<file path="src/rtl/serial_subtractor_pkg.sv">
// Shared types for the bit-serial subtractor: FSM state encoding and counter sizing.
package serial_subtractor_pkg;

  typedef enum logic [1:0] {
    S_IDLE = 2'd0,
    S_RUN  = 2'd1,
    S_DONE = 2'd2
  } state_t;

  // A one-bit operand still needs a one-bit counter.
  function automatic int cnt_width(input int n);
    return (n <= 1) ? 1 : $clog2(n);
  endfunction

endpackage

</file>
<file path="src/rtl/serial_subtractor_if.sv">
// Request/result bundle between a requester and the bit-serial subtractor.
interface serial_subtractor_if #(
  parameter int N = 4
);
  logic         start;
  logic [N-1:0] a;
  logic [N-1:0] b;
  logic         bi;
  logic         busy;
  logic         done;
  logic [N-1:0] d;
  logic         bo;
  logic         ov;

  modport master (
    output start, a, b, bi,
    input  busy, done, d, bo, ov
  );

  modport slave (
    input  start, a, b, bi,
    output busy, done, d, bo, ov
  );
endinterface

</file>
<file path="src/rtl/serial_subtractor_fa.sv">
// Single-bit full adder shared with the combinational adder family.
module fa (
  input  logic a,
  input  logic b,
  input  logic ci,
  output logic s,
  output logic co
);
  assign s  = a ^ b ^ ci;
  assign co = (a & b) | (ci & (a ^ b));
endmodule

</file>
<file path="src/rtl/serial_subtractor.sv">
// d = a - b - bi computed LSB first, one bit per clock through a single full adder.
// Start accepted in IDLE/DONE only; done pulses N edges after the accepting edge.
module serial_subtractor
  import serial_subtractor_pkg::*;
#(
  parameter int N = 4
) (
  input  logic                clock,
  input  logic                reset_n,
  serial_subtractor_if.slave  bus
);

  localparam int            CW       = cnt_width(N);
  localparam logic [CW-1:0] CNT_LAST = CW'(N - 1);

  state_t        state_q;
  logic [N-1:0]  a_sh_q;
  logic [N-1:0]  b_sh_q;
  logic [N-1:0]  d_q;
  logic [CW-1:0] cnt_q;
  logic          c_q;
  logic          a_msb_q;
  logic          b_msb_q;
  logic          busy_q;
  logic          done_q;
  logic          bo_q;
  logic          ov_q;

  logic [N-1:0]  a_sh_d;
  logic [N-1:0]  b_sh_d;
  logic [N-1:0]  d_d;
  logic          ov_d;
  logic          last_bit;
  logic          accept;
  logic          fa_s;
  logic          fa_co;

  // Subtraction as a + ~b + ~bi: the borrow lives inverted in the carry register.
  fa u_fa (
    .a  (a_sh_q[0]),
    .b  (~b_sh_q[0]),
    .ci (c_q),
    .s  (fa_s),
    .co (fa_co)
  );

  always_comb begin
    a_sh_d   = a_sh_q >> 1;
    b_sh_d   = b_sh_q >> 1;
    d_d      = (d_q >> 1) | (N'(fa_s) << (N - 1));
    ov_d     = (a_msb_q != b_msb_q) && (fa_s != a_msb_q);
    last_bit = (cnt_q == CNT_LAST);
    accept   = bus.start && ((state_q == S_IDLE) || (state_q == S_DONE));
  end

  always_ff @(posedge clock or negedge reset_n) begin
    if (!reset_n) begin
      state_q <= S_IDLE;
      a_sh_q  <= '0;
      b_sh_q  <= '0;
      d_q     <= '0;
      cnt_q   <= '0;
      c_q     <= 1'b0;
      a_msb_q <= 1'b0;
      b_msb_q <= 1'b0;
      busy_q  <= 1'b0;
      done_q  <= 1'b0;
      bo_q    <= 1'b0;
      ov_q    <= 1'b0;
    end else begin
      case (state_q)
        S_IDLE, S_DONE: begin
          done_q <= 1'b0;
          if (accept) begin
            state_q <= S_RUN;
            a_sh_q  <= bus.a;
            b_sh_q  <= bus.b;
            c_q     <= ~bus.bi;
            a_msb_q <= bus.a[N-1];
            b_msb_q <= bus.b[N-1];
            cnt_q   <= '0;
            busy_q  <= 1'b1;
            d_q     <= '0;
            bo_q    <= 1'b0;
            ov_q    <= 1'b0;
          end else begin
            state_q <= S_IDLE;
          end
        end
        S_RUN: begin
          a_sh_q <= a_sh_d;
          b_sh_q <= b_sh_d;
          c_q    <= fa_co;
          d_q    <= d_d;
          // Counter parks at N-1 once the last bit is taken; only accept rewinds it.
          if (last_bit) begin
            state_q <= S_DONE;
            busy_q  <= 1'b0;
            done_q  <= 1'b1;
            bo_q    <= ~fa_co;
            ov_q    <= ov_d;
          end else begin
            cnt_q <= cnt_q + CW'(1);
          end
        end
        default: begin
          state_q <= S_IDLE;
          busy_q  <= 1'b0;
          done_q  <= 1'b0;
        end
      endcase
    end
  end

  assign bus.busy = busy_q;
  assign bus.done = done_q;
  assign bus.d    = d_q;
  assign bus.bo   = bo_q;
  assign bus.ov   = ov_q;

endmodule

</file>
<file path="src/flat_wrapper.sv">
// flat-port wrapper written by rule: the top's interface ports become plain ports
module serial_subtractor_flat import serial_subtractor_pkg::*;
#(
  parameter int N = 4
)
  (clock, reset_n, bus_start, bus_a, bus_b, bus_bi, bus_busy, bus_done, bus_d, bus_bo, bus_ov);
  serial_subtractor_if #(.N(N)) bus_i ();
  input  logic clock;
  input  logic reset_n;
  input wire logic [$bits(bus_i.start)-1:0] bus_start;
  input wire logic [$bits(bus_i.a)-1:0] bus_a;
  input wire logic [$bits(bus_i.b)-1:0] bus_b;
  input wire logic [$bits(bus_i.bi)-1:0] bus_bi;
  output wire logic [$bits(bus_i.busy)-1:0] bus_busy;
  output wire logic [$bits(bus_i.done)-1:0] bus_done;
  output wire logic [$bits(bus_i.d)-1:0] bus_d;
  output wire logic [$bits(bus_i.bo)-1:0] bus_bo;
  output wire logic [$bits(bus_i.ov)-1:0] bus_ov;
  assign bus_i.start = bus_start;
  assign bus_i.a = bus_a;
  assign bus_i.b = bus_b;
  assign bus_i.bi = bus_bi;
  assign bus_busy = bus_i.busy;
  assign bus_done = bus_i.done;
  assign bus_d = bus_i.d;
  assign bus_bo = bus_i.bo;
  assign bus_ov = bus_i.ov;
  serial_subtractor #(.N(N)) u_core (.clock(clock), .reset_n(reset_n), .bus(bus_i));
endmodule
</file>
<file path="config.mk">
export PLATFORM = sky130hd
export DESIGN_NAME = serial_subtractor_flat
export DESIGN_NICKNAME = d
export VERILOG_FILES = /design/src/rtl/serial_subtractor_pkg.sv /design/src/rtl/serial_subtractor_if.sv /design/src/rtl/serial_subtractor_fa.sv /design/src/rtl/serial_subtractor.sv /design/src/flat_wrapper.sv
export SDC_FILE = /design/constraint.sdc
export NUM_CORES = 1
export LEC_CHECK = 0
export BUFFER_PORTS_ARGS = -buffer_cell sky130_fd_sc_hd__buf_2
export CAP_MARGIN = 20
export CELL_PAD_IN_SITES_DETAIL_PLACEMENT = 0
export CELL_PAD_IN_SITES_GLOBAL_PLACEMENT = 1
export CORE_AREA = 2 2 52 54
export CTS_CLUSTER_DIAMETER = 60
export DETAILED_ROUTE_END_ITERATION = 8
export DIE_AREA = 0 0 54 56
export PLACE_DENSITY = 0.71
export SETUP_SLACK_MARGIN = 0.2
export SYNTH_ARGS = -nofsm -noshare
export SYNTH_HDL_FRONTEND = slang
export SYNTH_SLANG_ARGS = --single-unit
</file>
<file path="constraint.sdc">
create_clock -name clock -period 2 [get_ports clock]
set_input_delay 0.2 -clock clock [delete_from_list [all_inputs] [get_ports clock]]
set_output_delay 0.2 -clock clock [all_outputs]
set_load 0.1 [all_outputs]
</file>
==> results of run 1 <==
==> cell families after synthesis <==
kind of cell / Yosys count
mux: 2
fa+ha+maj: 2
compound gates: 17
flops: 22
simple gates: 44
buf+inv: 6
==> critical path, cell delays in order (launching register included) <==
cell     delay, ns
dfrtp_1       0.42
fa_1          0.59
nor2b_1       0.15
a21oi_1       0.07
o21ai_0       0.14
==> through the flow <==
stage / cells / hold WS [ns] / worst slack, ns / cell area (um^2)
final: 145 / 0.0894 / 0.574 / 1150
after global routing: 145 / 0.0797 / 0.485 / 1150
after CTS: 145 / 0.0810 / 0.550 / 1150
after detailed placement: 140 / 0.196 / 0.561 / 1090
after global placement: 140 / 0.191 / 0.623 / 1090
after floorplan: 93 / -0.0956 / 0.312 / 975
==> metal layers <==
| metal | GRT usage | vias to the layer above | routed length, um |
|---|---|---|---|
| li1 | - | 356 | - |
| met1 | 0.198 | 329 | 882 |
| met2 | 0.197 | 14 | 769 |
| met3 | 0.0484 | 2 | 107 |
| met4 | 0.0214 | 0 | 13 |
| met5 | 0 | - | 0 |
==> area by class of cell <==
type | count | area [um^2]
Fill cell | 245 | 1280
Sequential cell | 22 | 551
Multi-Input combinational cell | 65 | 387
Timing Repair Buffer | 21 | 113
Tap cell | 30 | 37.5
Clock inverter | 1 | 30.0
Clock buffer | 3 | 22.5
Inverter | 3 | 11.3
==> worst max-delay path by stage <==
| stage | slack (ns) | to | start |
|---|---|---|---|
| floorplan | 0.31 | u_core.bus.bo | u_core.state_q[1] |
| detailed placement | 0.56 | u_core.bus.ov | u_core.a_sh_q[0] |
| global route | 0.49 | u_core.bus.ov | u_core.a_sh_q[0] |
| finish | 0.57 | u_core.bus.ov | u_core.a_sh_q[0] |
| global placement | 0.62 | u_core.bus.ov | u_core.a_sh_q[0] |
| CTS | 0.55 | u_core.bus.ov | u_core.a_sh_q[0] |
==> state kept, by name, summed over array words and instances (netlist names) <==
signal and count:
u_core.a_msb_q 1, u_core.a_sh_q 4, u_core.b_msb_q 1, u_core.b_sh_q 4, u_core.bus.bo 1, u_core.bus.busy 1, u_core.bus.d 4, u_core.bus.ov 1
u_core.c_q 1, u_core.cnt_q 2, u_core.state_q 2
==> cells in the final DEF, fill, tap and decap left out, drive strengths merged, types with 3 or more instances in the layout <==
| cell type | Yosys | final |
|---|---|---|
| o21ai | 3 | 3 |
| inv | 3 | 3 |
| nor2 | 11 | 11 |
| nand2b | 3 | 3 |
| nand2 | 23 | 23 |
| a31oi | 7 | 7 |
| dfrtp | 22 | 22 |
| clkbuf | 0 | 3 |
| a22o | 6 | 6 |
| buf | 3 | 20 |
==> flow_summary.json, run 1 <==
{
  "drt_iter0_drc": 7,
  "ys_seq_area_frac": 0.565,
  "ys_top_cells_by_area": "dfrtp_1, nand2_1, a22o_1",
  "fin_worst_skew_ns": 0.0134,
  "n_antenna_cell": 0,
  "synthCells": 93,
  "layout-drive-gt1-share": 0.252,
  "period_minus_slack_ns": 1.43,
  "drv_cap": 0,
  "post_cts_buffers": 0,
  "crit_path_max_fanout": 3,
  "synthTopCellsByCount": "nand2_1, dfrtp_1, nor2_1, a31oi_1, a22o_1",
  "cp.required_ns": 2.24,
  "synthAdderAreaFrac": 0.0334,
  "synth_warnings": 0,
  "whs_path_depth": 3,
  "die_area_um2": 3020,
  "synth_seq_cells": 22,
  "die_height_um": 56,
  "worstHoldStart": "bus_b[3]",
  "cts_resized": 0,
  "grt_pass1_vias": 663,
  "synthToLayoutAreaGrowth_pct": 18.1,
  "worstPathArrival_ns": 1.67,
  "synth_top_family_by_area": "simple AND/OR/NAND/NOR gates",
  "synth_edf_count": 0,
  "initial_core_util": 0.401,
  "synth_area_per_cell_um2": 10.5,
  "dr_total_vias": 701,
  "drc": 0,
  "tritoncts": "done",
  "root_buffer": "clkbuf_4",
  "nets": 130,
  "wl_per_cell_um": 12.2,
  "slew_viol_final": 0,
  "grt_overflow": 0,
  "row_count": 18,
  "routed_via_density": 4.83,
  "path_class": "flop to flop",
  "finalSetupViolCount": 0,
  "finalCritPeriodShare": 0.713,
  "h-tree-depth": 1,
  "crit-reg2reg-capture": "u_core.bus.ov",
  "design.core.area_um2": 2430,
  "startpoint_type": "flop",
  "drtPass1Iterations": 4,
  "dominantRegCellSynth": "dfrtp_1",
  "synth-xor-area-share": 0,
  "grt_pass1_wl_um": 3060,
  "pin_count": 20,
  "wl_um": 1770,
  "rsz0062_at_grt": "no",
  "ant_nets": 0,
  "ff2ff_path_depth": 4,
  "post-synth-top-count-cell": "nand2_1",
  "max_slew.worst_pin.slew_ns": 0.491,
  "async_flop_share": 1.00,
  "hp-class": "input port to flop",
  "reg2reg_from": "u_core.a_sh_q[0]",
  "dp_hpwl_um": 1320,
  "fmax_ghz": 0.701,
  "holdPathEnd": "u_core.b_msb_q",
  "synth_mux_area_frac": 0.0231,
  "final_hold_viol_count": 0,
  "yosysTopAreaCellShare": 0.565,
  "gp_congestion": 0.715,
  "clk-insertion-delay-late_ns": 0.31,
  "r2r_slack_ns": 0.57,
  "grt_max_degree": 23,
  "outcome": "finished, final reports clean",
  "clk_pin_slew_worst_paths_ns": 0.13,
  "synth-compound-area-share": 0.119,
  "slew-limit-headroom": 0.673,
  "tns_ns": 0,
  "portBuffers": 19,
  "yosysUniqueCellTypes": 22,
  "utilization": 0.473,
  "cts-hold-fix-buffers": 1,
  "synth_top_cell_by_area": "dfrtp_1",
  "syn_nets": 107,
  "ctsLongestPathBuffers": 2,
  "antenna_found_initial": 0,
  "clock_sinks": 22,
  "end_kind": "flop",
  "numCtsBuffers": 3,
  "grt_util_all_layers": 0.136,
  "synthSimpleGateAreaFrac": 0.221,
  "mappedNetlistArea_um2": 975,
  "die_w_um": 54
}
Power of run 1 is not shown: default switching activity piles up to over one toggle a cycle in this logic, so the estimate is an artifact.
==> run 2: changes to the inputs <==
- CORE_AREA: 2 2 52 54 -> 2 2 56 58
- DIE_AREA: 0 0 54 56 -> 0 0 58 60
- PLACE_DENSITY: 0.71 -> 0.65
- clock period: 2 -> 1.3 ns (I/O delays scaled with it)
==> flow_summary.json, run 2 (synthesized netlist as in run 1, its figures left out) <==
{
  "stdcell_count": 162,
  "drt_iter0_drc": 20,
  "worstPathArrival_ns": 1.62,
  "h-tree-depth": 1,
  "path_cells": "inv_2 > fa_2 > nor2b_1 > a21oi_1 > o21ai_1",
  "cp.required_ns": 1.54,
  "dr_total_vias": 766,
  "antenna_found_initial": 0,
  "cp_slowest_cell": "fa_2",
  "die_w_um": 58,
  "clk-insertion-delay-late_ns": 0.31,
  "routed_via_density": 4.73,
  "violations": "negative setup slack",
  "path_class": "flop to flop",
  "initial_core_util": 0.336,
  "nets": 144,
  "dp_cells": 149,
  "finalCritPeriodShare": 1.06,
  "die_height_um": 60,
  "slew_viol_final": 0,
  "pin_count": 20,
  "drtPass1Iterations": 4,
  "mostFrequentLayoutCell": "dfrtp_1",
  "grt_util_all_layers": 0.137,
  "gp_congestion": 0.707,
  "startpoint_type": "flop",
  "ant_nets": 0,
  "wl_um": 2090,
  "tns_ns": -0.0811,
  "grt_pass1_vias": 745,
  "worstHoldStart": "bus_b[3]",
  "outcome": "finished with violations",
  "layout-drive-gt1-share": 0.543,
  "critPathMaxStageDelay_ns": 0.58,
  "whs_ns": 0.0189,
  "grt_max_degree": 23,
  "fillers": 249,
  "row_count": 20,
  "portBuffers": 19,
  "drc": 0,
  "dp_hpwl_um": 1430,
  "slew-limit-headroom": 0.666,
  "period_minus_slack_ns": 1.38,
  "most-common-layout-cells": "dfrtp_1, nand2_1, buf_2, buf_4",
  "n_antenna_cell": 0,
  "numCtsBuffers": 3,
  "design.core.area_um2": 2900,
  "final_hold_viol_count": 0,
  "clk_pin_slew_worst_paths_ns": 0.13,
  "end_kind": "flop",
  "rsz0062_at_grt": "yes",
  "wl_per_cell_um": 12.9,
  "hp-class": "input port to flop",
  "crit_path_max_fanout": 3,
  "tritoncts": "done",
  "fin_worst_skew_ns": 0.0112,
  "synthToLayoutAreaGrowth_pct": 58.3,
  "grt_overflow": 0,
  "die_area_um2": 3480,
  "critPathLaunch": "u_core.b_sh_q[0]",
  "ctsLongestPathBuffers": 2,
  "finalSetupViolCount": 1,
  "fmax_ghz": 0.724,
  "max_slew.worst_pin.slew_ns": 0.502,
  "reg2reg_from": "u_core.b_sh_q[0]",
  "root_buffer": "clkbuf_4",
  "clock_sinks": 22,
  "drv_cap": 0,
  "grt_pass1_wl_um": 3500,
  "worst_slack_ns": -0.0811
}
## run 2: cell count changes in the layout (fill, tap and decap cells not counted), sizes merged
cell	change
buf	+14
## run 2: final timing paths
path | to | slack (ns) | cells past startpoint
worst min register to register | u_core.b_sh_q[3] | 0.53 | 1
worst max register to register | u_core.bus.ov | -0.08 | 5
max in group asynchronous | u_core.state_q[1] | 0.62 | 2
worst min-delay path | u_core.b_msb_q | 0.02 | 3
min in group asynchronous | u_core.bus.d[3] | 0.30 | 2
worst max-delay path | u_core.bus.ov | -0.08 | 5
## run 2: area by class of cell
type	count	area (um^2)	share of cell area
sequential	22	557	0.361
clock inverter	1	30.0	0.0195
inverter	3	11.3	0.00730
multi-input combinational	65	527	0.341
clock buffer	3	22.5	0.0146
tap	33	41.3	0.0268
timing repair buffer	35	354	0.230
## run 2: critical path: cells and delay by family (launching register included)
family,cells,cell delay (ns)
fa+ha+maj,1,0.58
simple gates,1,0.13
flops,1,0.38
compound gates,2,0.18
buf+inv,1,0.05
## run 2: what timing repair did
action                                  CTS  global route
setup buffers                             3             5
hold buffers                              1             0
endpoints found under the hold margin    22             0
pin swaps                                 5             8
endpoints found under the setup margin   25            27
resized for setup                        22            43
## run 2: metrics by stage
| stage | area [um^2] | setup slack (ns) | utilization |
|---|---|---|---|
| after floorplan | 985 | -0.0775 | - |
| after detailed placement | 1170 | -0.106 | 0.405 |
| after global placement | 1170 | -0.0530 | 0.405 |
| after CTS | 1330 | -0.0940 | 0.458 |
| after global routing | 1540 | -0.142 | 0.531 |
| final | 1540 | -0.0811 | 0.531 |
## run 2: metal layers
layer,global-route usage,wire (um),up-vias
li1,-,-,387
met3,0.0260,62,2
met5,0,0,-
met1,0.190,1010,365
met2,0.208,996,12
met4,0.0598,17,0
Power of run 2 is left out for the same reason.
